$ cat src/rtl/rv32i_pkg.sv
// Shared rv32i definitions: datapath width, the canonical NOP and the fetch-queue entry.
package rv32i_pkg;

   localparam int XLEN = 32;
   localparam logic [XLEN-1:0] NOP_INSTR = 32'h0000_0013;

   typedef struct packed {
      logic [XLEN-1:0] pc;
      logic [XLEN-1:0] instr;
      logic            filled;
   } fetch_entry_t;

endpackage

$ cat src/rtl/fetch_queue.sv
// In-order circular fetch queue: entries are allocated with a PC, filled in order
// with the returned instruction, and popped from the head. clr_i empties it.
module fetch_queue
   import rv32i_pkg::*;
#(
   parameter int DEPTH = 2
) (
   input  logic                       clk,
   input  logic                       rst,
   input  logic                       clr_i,
   input  logic                       alloc_i,
   input  logic [XLEN-1:0]            alloc_pc_i,
   input  logic                       fill_i,
   input  logic [XLEN-1:0]            fill_instr_i,
   input  logic                       pop_i,
   output fetch_entry_t               head_o,
   output logic [$clog2(DEPTH+1)-1:0] count_o,
   output logic [$clog2(DEPTH+1)-1:0] nfilled_o
);

   localparam int PW = $clog2(DEPTH);
   localparam int CW = $clog2(DEPTH + 1);

   fetch_entry_t    mem_q [DEPTH];
   logic [PW-1:0]   head_q, tail_q, fptr_q;
   logic [CW-1:0]   count_q, nfill_q;

   function automatic logic [PW-1:0] inc(input logic [PW-1:0] p);
      return (p == PW'(DEPTH - 1)) ? '0 : p + PW'(1);
   endfunction

   always_ff @(posedge clk) begin
      if (rst || clr_i) begin
         head_q  <= '0;
         tail_q  <= '0;
         fptr_q  <= '0;
         count_q <= '0;
         nfill_q <= '0;
         for (int i = 0; i < DEPTH; i++) mem_q[i] <= '0;
      end else begin
         if (pop_i) begin
            mem_q[head_q].filled <= 1'b0;
            head_q <= inc(head_q);
         end
         if (fill_i) begin
            mem_q[fptr_q].instr  <= fill_instr_i;
            mem_q[fptr_q].filled <= 1'b1;
            fptr_q <= inc(fptr_q);
         end
         // When full, the popped head slot is the one reallocated; this write wins.
         if (alloc_i) begin
            mem_q[tail_q] <= '{pc: alloc_pc_i, instr: NOP_INSTR, filled: 1'b0};
            tail_q <= inc(tail_q);
         end
         count_q <= count_q + CW'(alloc_i) - CW'(pop_i);
         nfill_q <= nfill_q + CW'(fill_i) - CW'(pop_i);
      end
   end

   assign head_o    = mem_q[head_q];
   assign count_o   = count_q;
   assign nfilled_o = nfill_q;

endmodule

$ cat src/rtl/fetch_unit.sv
// rv32i instruction-fetch stage: fetch PC, imem req/gnt/rvalid handshake, redirect
// draining. Optional FETCH_MISALIGN_EXC_EN traps misaligned redirect targets.
module fetch_unit
   import rv32i_pkg::*;
#(
   parameter logic [XLEN-1:0] RESET_PC    = 32'h0000_0000,
   parameter int              QUEUE_DEPTH = 2
) (
   input  logic            clk,
   input  logic            rst,
   input  logic            stall_f,
   input  logic            redirect_e,
   input  logic [XLEN-1:0] redirect_pc_e,
   output logic            imem_req,
   output logic [XLEN-1:0] imem_addr,
   input  logic            imem_gnt,
   input  logic            imem_rvalid,
   input  logic [XLEN-1:0] imem_rdata,
   output logic [XLEN-1:0] instr_f,
   output logic [XLEN-1:0] pc_f,
   output logic [XLEN-1:0] pcplus4_f,
   output logic            valid_f
`ifdef FETCH_MISALIGN_EXC_EN
   ,output logic           misaligned_f
`endif
);

   localparam int CW = $clog2(QUEUE_DEPTH + 1);
   // Back-to-back redirects can stack several queue-loads of stale responses.
   localparam int DW = CW + 4;

   logic [XLEN-1:0] pc_q, pc_d, tgt;
   logic [DW-1:0]   drop_q, drop_d;
   logic [CW-1:0]   count, nfilled;
   fetch_entry_t    head;
   logic            pop, grant, fill, halt;

`ifdef FETCH_MISALIGN_EXC_EN
   logic mis_q;
   assign tgt  = redirect_pc_e;
   assign halt = mis_q;

   always_ff @(posedge clk) begin
      if (rst)             mis_q <= 1'b0;
      else if (redirect_e) mis_q <= (tgt[1:0] != 2'b00);
   end
`else
   assign tgt  = redirect_pc_e & ~32'd3;
   assign halt = 1'b0;
`endif

   assign pop       = head.filled && !stall_f && !redirect_e;
   assign imem_req  = !rst && !redirect_e && !halt && ((count < CW'(QUEUE_DEPTH)) || pop);
   assign imem_addr = pc_q;
   assign grant     = imem_req && imem_gnt;
   assign fill      = imem_rvalid && (drop_q == '0) && !redirect_e;

   always_comb begin
      pc_d   = pc_q;
      drop_d = drop_q;
      if (redirect_e) begin
         pc_d   = tgt;
         // Everything granted but not yet returned is stale, except a response landing now.
         drop_d = drop_q + DW'(count) - DW'(nfilled) - DW'(imem_rvalid);
      end else begin
         if (grant) pc_d = pc_q + 32'd4;
         if (imem_rvalid && (drop_q != '0)) drop_d = drop_q - DW'(1);
      end
   end

   always_ff @(posedge clk) begin
      if (rst) begin
         pc_q   <= RESET_PC;
         drop_q <= '0;
      end else begin
         pc_q   <= pc_d;
         drop_q <= drop_d;
      end
   end

   fetch_queue #(.DEPTH(QUEUE_DEPTH)) u_queue (
      .clk          (clk),
      .rst          (rst),
      .clr_i        (redirect_e),
      .alloc_i      (grant),
      .alloc_pc_i   (pc_q),
      .fill_i       (fill),
      .fill_instr_i (imem_rdata),
      .pop_i        (pop),
      .head_o       (head),
      .count_o      (count),
      .nfilled_o    (nfilled)
   );

   always_comb begin
      valid_f   = head.filled;
      instr_f   = head.filled ? head.instr : NOP_INSTR;
      pc_f      = head.filled ? head.pc : '0;
      pcplus4_f = head.filled ? head.pc + 32'd4 : '0;
`ifdef FETCH_MISALIGN_EXC_EN
      misaligned_f = mis_q;
      if (mis_q) begin
         valid_f   = 1'b1;
         instr_f   = NOP_INSTR;
         pc_f      = pc_q;
         pcplus4_f = pc_q + 32'd4;
      end
`endif
   end

endmodule
$ cat config.mk
export PLATFORM = sky130hd
export DESIGN_NAME = fetch_unit
export DESIGN_NICKNAME = d
export VERILOG_FILES = /design/src/rtl/rv32i_pkg.sv /design/src/rtl/fetch_queue.sv /design/src/rtl/fetch_unit.sv
export SDC_FILE = /design/constraint.sdc
export NUM_CORES = 1
export LEC_CHECK = 0
export ABC_AREA = 1
export BUFFER_PORTS_ARGS = -buffer_cell sky130_fd_sc_hd__buf_2
export CAP_MARGIN = 20
export CORE_MARGIN = 10
export CORE_UTILIZATION = 60
export CTS_BUF_LIST = sky130_fd_sc_hd__clkbuf_16
export DETAILED_ROUTE_END_ITERATION = 6
export PLACE_DENSITY = 0.95
export SLEW_MARGIN = 20
export SYNTH_ARGS = -nofsm -noshare
export SYNTH_HDL_FRONTEND = slang
export SYNTH_SLANG_ARGS = --single-unit
$ cat constraint.sdc
create_clock -name clk -period 5.8 [get_ports clk]
set_input_delay 0.58 -clock clk [delete_from_list [all_inputs] [get_ports clk]]
set_output_delay 0.58 -clock clk [all_outputs]
set_load 0.005 [all_outputs]
# Word level (Yosys, flattened, before mapping)
# Memory sizes are Yosys's and may differ from the RTL's. A register that Yosys moved wholly into a read port is not among the register bits.
# Cells that the tools add are included.
[op_classes] shifts=0 order_cmp=1 eq_ne=0 div_mod_pow=0 n_mul=0 n_reduce_logical=20 bitwise=0 add_sub_neg=13 mux=29
[op_table] op="two-way mux 32 bit" count=5
[op_table] op="two-way mux 65 bit" count=2
[op_table] op="OR reduction 65 bit" count=2
[op_table] op="adder 32 x 3 -> 32 bit (second input constant)" count=2
[op_table] op="two-way mux 1 bit" count=18
[op_table] op="two-way mux 6 bit" count=2
[op_table] op="logical AND 1 bit" count=8
[op_table] op="adder 6 x 2 -> 6 bit" count=1
[op_table] op="zero test 6 bit" count=1
[op_table] op="nonzero test 6 bit" count=1
[op_table] op="subtractor 6 x 1 -> 6 bit" count=1
[op_table] op="subtractor 6 x 1 -> 6 bit (second input constant)" count=1
[op_table] op="subtractor 6 x 2 -> 6 bit" count=1
[op_table] op="adder 2 x 1 -> 2 bit" count=2
[op_table] op="two-way mux 2 bit" count=2
[op_table] op="nonzero test 2 bit" count=2
[op_table] op="subtractor 2 x 1 -> 2 bit" count=2
[op_table] op="adder 1 bit (second input constant)" count=3
[op_table] op="zero test 1 bit" count=3
[op_table] op="logical OR 1 bit" count=2
[op_table] op="< comparator 2 bit (second input constant)" count=1
[op_table] op="OR reduction 2 bit" count=1
[totals] latchBits=0 register_bits=45 n_memories=1 inputBits=70 ram_bits=130 mem_bits_ro=0
[mem_list] memory="u_queue.mem_q" depth=2 word_bits=65 read_ports=1 rd_ports_with_merged_regs=1 wr=3 line="fetch_queue.sv:24" text="fetch_entry_t mem_q [DEPTH];"

# Longest topological paths before layout
[logic_depth] word_depth=9 ltp_mapped=16 mapped_depth_nobuf=13

# Cells and area by module
# From an unflattened synthesis, not the netlist that was laid out.
[hier_totals] cells_unflattened=1442 area_unflattened_um2=10505.1
[by_module_without_submodules] mod="fetch_queue" area_per_inst_um2=6002.0 instances=1 cells_per_inst=600 seq_area_each_um2=3403.3
[by_module_without_submodules] mod="fetch_unit" area_per_inst_um2=4503.1 instances=1 cells_per_inst=842 seq_area_each_um2=720.7

# Worst setup path after synthesis
# Ideal clock, no wire load.
[synth_path] path_type="in2reg" start="input port imem_rvalid" end="register drop_q[4]" n_path_buf=0 setup_ns=0.074 arrival_time_ns=2.708 cell_stages=12 slack_ns=3.018 cell_sequence="inv_1 -> fa_1 -> inv_1 -> fa_1 -> inv_1 -> ha_1 -> fa_1 -> nand2_1 -> a21oi_1 -> o21ai_0 -> nand3_1 -> a31oi_1"
[synth_between] elab_chain_cells=2 elab_cells_between_ends=4
[synth_lines] item="start, declared" line="fetch_unit.sv:17" text="input logic imem_rvalid,"
[synth_lines] item="subtractor 6 x 1 -> 6 bit or logical AND 1 bit (tied branches)" line="fetch_unit.sv:64, fetch_unit.sv:67"
[synth_lines] item="two-way mux 6 bit or nonzero test 2 bit (tied branches)"
[synth_lines] item="end signal, assigned" line="fetch_unit.sv:77" text="drop_q <= drop_d;"
[synth_lines] item="end, declared" line="fetch_unit.sv:33" text="logic [DW-1:0] drop_q, drop_d;"
# Parallel ways exist; a longest one is shown, timed or not.
# A chain may end at the register's enable or synchronous reset.

==> run metrics <==
Die Area about 23000 um^2; cell count after synthesis between 1500 and 2000; # setup viols final 0; Pwr Density 248.3 nW/um^2; Distinct cells, synth between 40 and 50; Horiz. Die Dim 152.1 um; H-tree lvl count 4; Int Power 2.117 mW; sequential area share after synthesis 38.22%; Num CTS Buffers 17; Top FF cell, synth dfxtp_1; first drt pass iteration count 7; top cell type's share of synthesized area roughly a fifth; area leader, netlist dfxtp_1; Max Used Layer met4; area grow syn2layout 14.03%; Flop pwr share 45.2%; post_cts resized 0; post-CTS setup buffers 0; ys async rst share 0%; Lkg Pwr roughly 6 nW; Final ANT Viol Nets 0; CP Launch Type flop; Final Hold Vio Count 0; clk_lat worst skew 0.43 ns; Least-Margin Pin Slew 1.156 ns; FP Rows 48; final setup TNS 0 ns; drt wl/cell around 15 um; clock network power share 38.0%; metal1 wirelength 12100 um; IO Port Bufs 191; Cell Area, Synth 10480 um^2; Die Y-Extent 152.1 um; Hold Crit Start redirect_pc_e[4]; core area 17180 um^2; Slew Limit Headroom 22.78%; Top Ports 200; Sw Share 28.61%; Peak VDD IR 236.5 uV; initial antenna violation count 1; Congestion Overflow GR 0; RSZ-0062 raised after global routing no; Data required, critical path ~5.2 ns; met2 WL post-DR 14620 um; P_sw 848.6 uW; DP Wirelength 21180 um; Initial Util 60.98%; # fillers 1364; post-route cell area 11950 um^2; f_max 254.5 MHz; vias in the first global route 10400; Final min period about 4 ns; CP arrival 3.35 ns; status completed; max-cap check violation count 0; metal3 WL 2890 um; Final nets 1851; fin crit share 67.74%; crit path kind reg -> out; Worst Hold Class in -> reg; synth top area cells dfxtp_1 (21%), edfxtp_1 (17%), nand2_1 (17%), inv_1 (10%), nor2_1 (7.0%); Setup WS post-layout 1.871 ns; Overall Power 2.966 mW; GRT Resource Usage Total between 20% and 30%; combinational share of power 16.8%; area of placed instances 11360 um^2; Initial DRC Count 1195; vias per cell 5.457; Clock Path Buffers 2; Worst-path clk slew approximately 0.070 ns; EDFF count, synth 60; area of the multi-input gates ~4900 um^2; share of layout cells above drive strength 1 15.94%; DRT Wirelength 30680 um; DR DRC count 0; Avg Inst Size Synth 6.494 um^2; clock root buffer clkbuf_16; largest net degree at the start of global routing 67; CTS sink cnt 170; register area about 4000 um^2; CP Max Fanout 47; first-pass GRT wire length 49790 um; cts hold-fix bufs 0; vias 10920; GPL Wtd Cong approximately 0.93; synthesized flop and latch total 170; Synth warnings 0; Setup crit end kind output port; CTS tree yes; Setup WS pre-CTS about 1.9 ns; Slew Viols, Final 0; post-route clock skew 0.01018 ns
## cell families after synthesis
kind of cell | after synthesis | synth area share [%]
AO/OA/AOI/OAI | 186 | 9.544
buffers and inverters | 373 | 15.06
XOR/XNOR | 9 | 0.7526
AND/OR/NAND/NOR | 855 | 33.83
flip-flops | 170 | 38.22
other | 1 | 0.03580
adder cells (fa/ha/maj) | 19 | 2.556
## worst paths after layout
check,endpoint,slack [ns],depth (start not counted)
max,instr_f[18],1.87,9
min,imem_addr[4],0.43,3
max reg2reg,u_queue.mem_q[1][47],1.92,9
min reg2reg,u_queue.mem_q[0][1],0.48,2
## metrics by stage
stage	hold slack, ns	instances	utilization (%)
floorplan	0.4424	1618	-
global placement	0.4565	1968	66.11
detailed placement	0.4626	1968	66.11
CTS	0.4232	2000	69.49
global route	0.4722	2001	69.54
finish	0.4281	2001	69.54
## cell type report
| type | count | share of cell area (%) |
|---|---|---|
| Inverter | 298 | 9.406 |
| Antenna cell | 1 | 0.02095 |
| Multi-Input combinational cell | 1075 | 41.27 |
| Timing Repair Buffer | 200 | 8.568 |
| Clock inverter | 14 | 1.079 |
| Sequential cell | 170 | 33.53 |
| Tap cell | 225 | 2.357 |
| Clock buffer | 18 | 3.771 |
## placed cells by master (no fill, tap or decap), types with 9 or more instances in the layout
cell type,n
clkbuf_16,18
ha_1,15
buf_4,9
nand3_1,132
nand2_2,21
a21oi_1,48
nand2_1,472
nor2_1,194
inv_1,295
buf_2,191
dfxtp_1,109
edfxtp_1,60
nor2_2,15
o21ai_0,94
o22ai_1,30
## critical path: stages (launching register included)
cell	delay [ns]
dfxtp_2	0.53
inv_4	0.42
nand2_2	0.12
nand2_1	0.08
buf_4	0.41
clkinv_1	0.55
buf_4	0.42
nand2_1	0.11
inv_1	0.08
buf_2	0.13
## registers in the layout, summed over array words and instances, names as in the netlist, named ones only
signal	cells
u_queue.tail_q	1
u_queue.fptr_q	1
u_queue.head_q	1
u_queue.count_o	2
drop_q	6
u_queue.nfilled_o	2
u_queue.mem_q	126
imem_addr	30
## Yosys cell counts, drive strengths merged, types with 4 or more instances
library cell    n
inv           296
xor2            6
edfxtp         60
nand3         136
nor3            5
fa              4
nor2          213
nand2         493
dfxtp         110
clkbuf         24
a21oi          48
o22ai          30
o211ai          6
buf            51
o21ai          96
ha             15
## power by group through the flow
stage	Clock (mW)	Sequential [mW]	Combinational (mW)
after floorplan	0	1.35	0.350
final	1.13	1.34	0.498
after CTS	1.12	1.34	0.490
after detailed placement	0	1.36	0.484
after global routing	1.17	1.35	0.562
after global placement	0	1.36	0.463
## layer usage
layer	vias up	GRT usage, %
met5	-	0
met4	0	10.64
met3	111	4.347
met2	665	42.99
met1	4893	30.94
li1	5250	-
Power figures use the tool's default switching activity.
